**config.mk**
```make
export PLATFORM = sky130hd
export DESIGN_NAME = product_out_buffer
export DESIGN_NICKNAME = d
export VERILOG_FILES = /design/src/rtl/product_out_buffer.sv
export SDC_FILE = /design/constraint.sdc
export NUM_CORES = 1
export LEC_CHECK = 0
export ABC_AREA = 1
export CAP_MARGIN = 40
export CORE_UTILIZATION = 30
export DETAILED_ROUTE_END_ITERATION = 12
export PLACE_DENSITY = 0.6
export SKIP_LAST_GASP = 1
export SLEW_MARGIN = 15
export SYNTH_ARGS = -nofsm -noshare
export SYNTH_HDL_FRONTEND = slang
export SYNTH_SLANG_ARGS = --single-unit
```
**constraint.sdc**
```tcl
create_clock -name clk -period 7 [get_ports clk]
set_input_delay 1.4 -clock clk [delete_from_list [all_inputs] [get_ports clk]]
set_output_delay 1.4 -clock clk [all_outputs]
set_load 0.03 [all_outputs]
```
**src/rtl/product_out_buffer.sv**
```systemverilog
`default_nettype none
// ============================================================================
// Module      : product_out_buffer
// Description : Output FIFO for the multiplier's final-adder product. Adds
//               sequence tags and a saturating drop counter. Optional macro
//               PRODUCT_PARITY_EN adds stored parity and a parity-error pulse.
// Revision    : 1.0 - initial release
// ============================================================================
module product_out_buffer #(
    parameter int PROD_W = 22,
    parameter int DEPTH  = 4,
    parameter int TAG_W  = 4,
    parameter int OVF_W  = 8
) (
    input  logic                       clk,
    input  logic                       rst_n,
    input  logic                       in_valid,
    input  logic [PROD_W-1:0]          in_sum,
    output logic                       in_ready,
    output logic                       out_valid,
    input  logic                       out_ready,
    output logic [PROD_W-1:0]          out_prod,
    output logic [TAG_W-1:0]           out_tag,
    output logic [$clog2(DEPTH):0]     level,
    output logic [OVF_W-1:0]           drop_cnt,
`ifdef PRODUCT_PARITY_EN
    output logic                       out_par,
    output logic                       par_err,
`endif
    input  logic                       clr_drop
);

    localparam int c_PTR_W = $clog2(DEPTH);
    localparam int c_LVL_W = c_PTR_W + 1;
    localparam logic [c_LVL_W-1:0] c_FULL    = c_LVL_W'(DEPTH);
    localparam logic [OVF_W-1:0]   c_OVF_MAX = {OVF_W{1'b1}};

    logic [PROD_W-1:0]  r_mem_prod [DEPTH];
    logic [TAG_W-1:0]   r_mem_tag  [DEPTH];
    logic [c_PTR_W-1:0] r_wr_ptr;
    logic [c_PTR_W-1:0] r_rd_ptr;
    logic [TAG_W-1:0]   r_tag_cnt;
    logic [c_LVL_W-1:0] r_level;
    logic               r_in_ready;
    logic               r_out_valid;
    logic [OVF_W-1:0]   r_drop_cnt;

    logic               w_push;
    logic               w_pop;
    logic               w_drop;
    logic [c_LVL_W-1:0] w_level_nxt;

    assign w_push      = in_valid && r_in_ready;
    assign w_pop       = r_out_valid && out_ready;
    assign w_drop      = in_valid && !r_in_ready;
    assign w_level_nxt = r_level + c_LVL_W'(w_push) - c_LVL_W'(w_pop);

    // Storage is cleared on reset so the head outputs read as zero when empty.
    always_ff @(posedge clk) begin
        if (!rst_n) begin
            for (int i = 0; i < DEPTH; i++) begin
                r_mem_prod[i] <= '0;
                r_mem_tag[i]  <= '0;
            end
            r_wr_ptr    <= '0;
            r_rd_ptr    <= '0;
            r_tag_cnt   <= '0;
            r_level     <= '0;
            r_in_ready  <= 1'b1;
            r_out_valid <= 1'b0;
        end else begin
            if (w_push) begin
                r_mem_prod[r_wr_ptr] <= in_sum;
                r_mem_tag[r_wr_ptr]  <= r_tag_cnt;
                r_wr_ptr             <= r_wr_ptr + 1'b1;
            end
            if (w_pop) begin
                r_rd_ptr <= r_rd_ptr + 1'b1;
            end
            // Dropped products still consume a tag so the consumer sees the gap.
            if (in_valid) begin
                r_tag_cnt <= r_tag_cnt + 1'b1;
            end
            r_level     <= w_level_nxt;
            r_in_ready  <= (w_level_nxt != c_FULL);
            r_out_valid <= (w_level_nxt != '0);
        end
    end

    always_ff @(posedge clk) begin
        if (!rst_n) begin
            r_drop_cnt <= '0;
        end else if (clr_drop) begin
            r_drop_cnt <= '0;
        end else if (w_drop && (r_drop_cnt != c_OVF_MAX)) begin
            r_drop_cnt <= r_drop_cnt + 1'b1;
        end
    end

`ifdef PRODUCT_PARITY_EN
    logic r_mem_par [DEPTH];
    logic r_par_err;

    always_ff @(posedge clk) begin
        if (!rst_n) begin
            for (int i = 0; i < DEPTH; i++) begin
                r_mem_par[i] <= 1'b0;
            end
            r_par_err <= 1'b0;
        end else begin
            if (w_push) begin
                r_mem_par[r_wr_ptr] <= ^in_sum;
            end
            r_par_err <= w_pop && ((^r_mem_prod[r_rd_ptr]) != r_mem_par[r_rd_ptr]);
        end
    end

    assign out_par = r_mem_par[r_rd_ptr];
    assign par_err = r_par_err;
`endif

    assign in_ready  = r_in_ready;
    assign out_valid = r_out_valid;
    assign out_prod  = r_mem_prod[r_rd_ptr];
    assign out_tag   = r_mem_tag[r_rd_ptr];
    assign level     = r_level;
    assign drop_cnt  = r_drop_cnt;

endmodule
`default_nettype wire

```
* Word-level counts from Yosys, hierarchy flattened *
Memory sizes are Yosys's and may differ from the RTL's. A register that Yosys moved wholly into a read port is not among the register bits.
Cells that the tools add are included.
Widths: inputs -> output; s select.

cells by class
  muxes and demuxes = 14
  bitwise gates (word level) = 1
  equal/unequal tests = 2
  add/subtract/negate cells = 6
  reduce and logical (&&, ||, !) cells = 9

operator list
  operator             number
  $mux 22              1
  $reduce_or 22->1     1
  $mux 2               6
  $add 8x1->8 const B  1
  $ne 8x8->1 const B   1
  $mux 1               6
  $add 2x1->2 const B  2
  $add 4x1->4 const B  1
  $logic_and 1x1->1    4
  $mux 4               1
  $reduce_or 4->1      1
  $add 3x1->3          1
  $ne 3x3->1 const B   1
  $reduce_bool 3->1    1
  $sub 3x1->3          1
  $reduce_or 2->1      1
  $logic_not 1->1      1
  $not 1->1            1

word-level totals
  output and inout bits = 39
  logic and storage cells = 41
  memories kept = 2
  memory bits (writable) = 104
  bits of input ports = 27
  flip-flop bits (word level) = 21

memory list
  memory      words  width  rd ports  clocked after memory_dff  write ports  line  source
  r_mem_prod  4      22     1         1                         4            38    logic [PROD_W-1:0] r_mem_prod [DEPTH];
  r_mem_tag   4      4      1         1                         4            39    logic [TAG_W-1:0] r_mem_tag [DEPTH];

* Depth between registers and ports, before layout *
  depth in word-level cells = 6
  mapped depth = 11
  gate-level depth less buffers = 11

* Least setup slack after synthesis *
OpenSTA, ideal clock, no wires.

  path type = input to register
  from = in in_valid
  to = mem r_mem_prod[1][0], enable pin
  path slack = 3007 ps
  stages on the path = 4
  path buffers = 0
  data required time = 6555 ps
  arrival = 3548 ps
  library setup time = 445 ps
  path through = nand2_2 inv_6 nand2_1 o21ai_0

RTL lines
  what             line  source
  start, declared  17    input logic in_valid,
  end, declared    38

==> metrics.txt <==
synthesized area=5740 sq um; global-route wire length before repair=21000 um; Max Root-Sink Buffers=2; DR iter-0 viols=271; syn_nets=600; #FFs+latches synth=127; Tot GR Track Use=0.140; Max transition margin=0.464; Starting Density=0.307; Slew Limit Fails=0; CTS tree=built; DP Wirelength=7930 um; Worst Max-Slew Pin Slew=0.804 ns; most common cell after layout, fill and taps aside=nor2_1; combinational power share=0.276; cell count after synthesis=568; # rows=50; Post-CTS Setup Repair Bufs=0; Total Routed Length=13100 um; Yosys cell types=29; Max Clock Freq=0.229 GHz; initial antenna violation count=0; min Tclk post-route=4.36 ns; HP Class=flop to flop; Fin. Hold Viols=0; First-pass DRT Iterations=5; Final Cell Area=7190 sq um; maximum VDD drop=216 uV; clock share of power=0.326; status=complete, no violations; placed cell areas=6660 sq um; Post-DRT Antenna Nets=0; Root Driver=clkbuf_16; DRC Markers=0; Reg power frac=0.397; antenna cells=0; data required time of the worst path=5.60 ns; Switching Power=0.788 mW; cell total after placement=852; H-tree levels=4; grt ovf=0; die width=140 um; Switching Fraction=0.325; vias in the first global route=4057; Ys Warns=0; area grow syn2layout=25.2%; PnR worst setup slack=2.64 ns; Worst Path Max Fanout=39; Hold Buf Count CTS=0; largest net degree at the start of global routing=40; Int Pwr=1.64 mW; gpl congestion=0.712; cts bufs inserted=17; CP Launch Type=flop; CP Class=flop to primary output; worst-skew pair later-pin latency=0.41 ns; power per cell area=338 nW/um^2; Synth Area per Inst=10.1 sq um; # nets final=669; CP arrival=2.96 ns; final design utilization=0.384; # port buffers=65; Leak=2.70 nW; clk slew on worst S/H paths=0.05 ns; Via density=4.64; Non-Filler Instances=883; Seq/Total Area, Yosys=0.624; crit end category=primary output; DIE AREA=19700 sq um; Storage cell area=3580 sq um; Top Ports=66; die height=140 um; share of cells above drive strength 1=0.133; RSZ-0062 raised after global routing=no; CTS resizes=0; routed vias=4100; setup TNS=0 ns; fin crit share=0.623; Filler Cell Count=1812; Setup Skew=0.00429 ns; Multi-input gate area=1740 sq um; dpl ws=3.00 ns; max_cap viols=0; most frequent cells in the layout=nor2_1, edfxtp_1, clkdlybuf4s50_1; clock sinks=127; final setup fails=0; post-DR wirelength/cell=14.8 um; Core Region=18700 sq um
[routing by layer]
layer / wire [um] / vias up / GRT usage / share of wire
met3: 589 / 13 / 0.0386 / 0.045
li1: - / 2024 / - / -
met4: 166 / 0 / 0.0393 / 0.013
met2: 6400 / 96 / 0.234 / 0.49
met1: 5920 / 1967 / 0.177 / 0.45
met5: 0 / - / 0 / 0
[path summary, 6_finish.rpt]
path | end | slack [ns] | start | cells after the start
setup / recovery | out_tag[3] | 2.64 | flop | 6
hold reg to reg | r_tag_cnt[3] | 0.50 | r_tag_cnt[3] | 2
hold / removal | r_tag_cnt[3] | 0.50 | r_tag_cnt[3] | 2
setup reg to reg | r_mem_tag[0][1] | 4.97 | in_ready | 5
[power by group through the flow]
stage	combinational, mW	clock (mW)	sequential, mW
after floorplan	0.410	0	0.990
after global placement	0.649	0	0.994
after detailed placement	0.678	0	0.979
after CTS	0.683	0.812	0.965
after global routing	0.730	0.845	0.973
final	0.671	0.793	0.965
[cell usage after synthesis]
master    instances  share of area
buf_2             7         0.0061
a21oi_1           9         0.0078
nand2_8           1         0.0035
nand4_1           3         0.0033
edfxtp_1        104           0.54
fa_1              1         0.0035
ha_1              4         0.0087
o22ai_1          26          0.028
buf_6             1         0.0020
nand3_1           8         0.0070
nand2_1          38          0.025
nor2_2            1         0.0011
inv_1            55          0.036
nor3_1            1        0.00087
inv_6             1         0.0015
inv_2            20          0.013
nor2_4           18          0.035
clkbuf_1         15         0.0098
nand2_2           2         0.0022
nor2_1          161           0.11
xor2_1            2         0.0031
o211ai_1          1         0.0013
buf_12            2         0.0070
nand4_4           1         0.0037
xnor2_1           1         0.0015
dfxtp_1          23          0.080
nand3b_1          1         0.0013
nor2_8            2         0.0070
o21ai_0          59          0.051
[cells by family after synthesis]
| group | count (synthesis) | share of synthesized area |
|---|---|---|
| AO/OA/AOI/OAI | 95 | 0.0889 |
| XOR/XNOR | 3 | 0.00458 |
| adder cells (fa/ha/maj) | 5 | 0.0122 |
| buffers and inverters | 101 | 0.0754 |
| flip-flops | 127 | 0.624 |
| AND/OR/NAND/NOR | 237 | 0.195 |
[cell type report]
class,count,share of cell area
Clock inverter,11,0.0131
Inverter,76,0.0404
Tap cell,234,0.0407
Sequential cell,127,0.499
Clock buffer,20,0.0607
Multi-Input combinational cell,340,0.242
Timing Repair Buffer,75,0.105
[worst max-delay path, stage by stage (launching register included)]
cell and delay [ns]:
dfxtp_2 0.41, buf_12 0.20, inv_1 0.48, buf_4 0.40
o21ai_0 0.12, o22ai_1 0.22, clkdlybuf4s50_1 0.71
[registers in the layout (all words and copies together) (netlist names), named ones only]
signal	cells
r_mem_prod	88
r_tag_cnt	4
drop_cnt	8
r_wr_ptr	2
level	3
r_rd_ptr	2
out_valid	1
in_ready	1
r_mem_tag	16
[metrics by stage]
step	hold WS [ns]	total power, mW
floorplan	0.467	1.40
CTS	0.501	2.46
global route	0.519	2.55
global placement	0.480	1.64
detailed placement	0.493	1.66
finish	0.505	2.43
No activity file was read; power rests on OpenSTA's default activity.
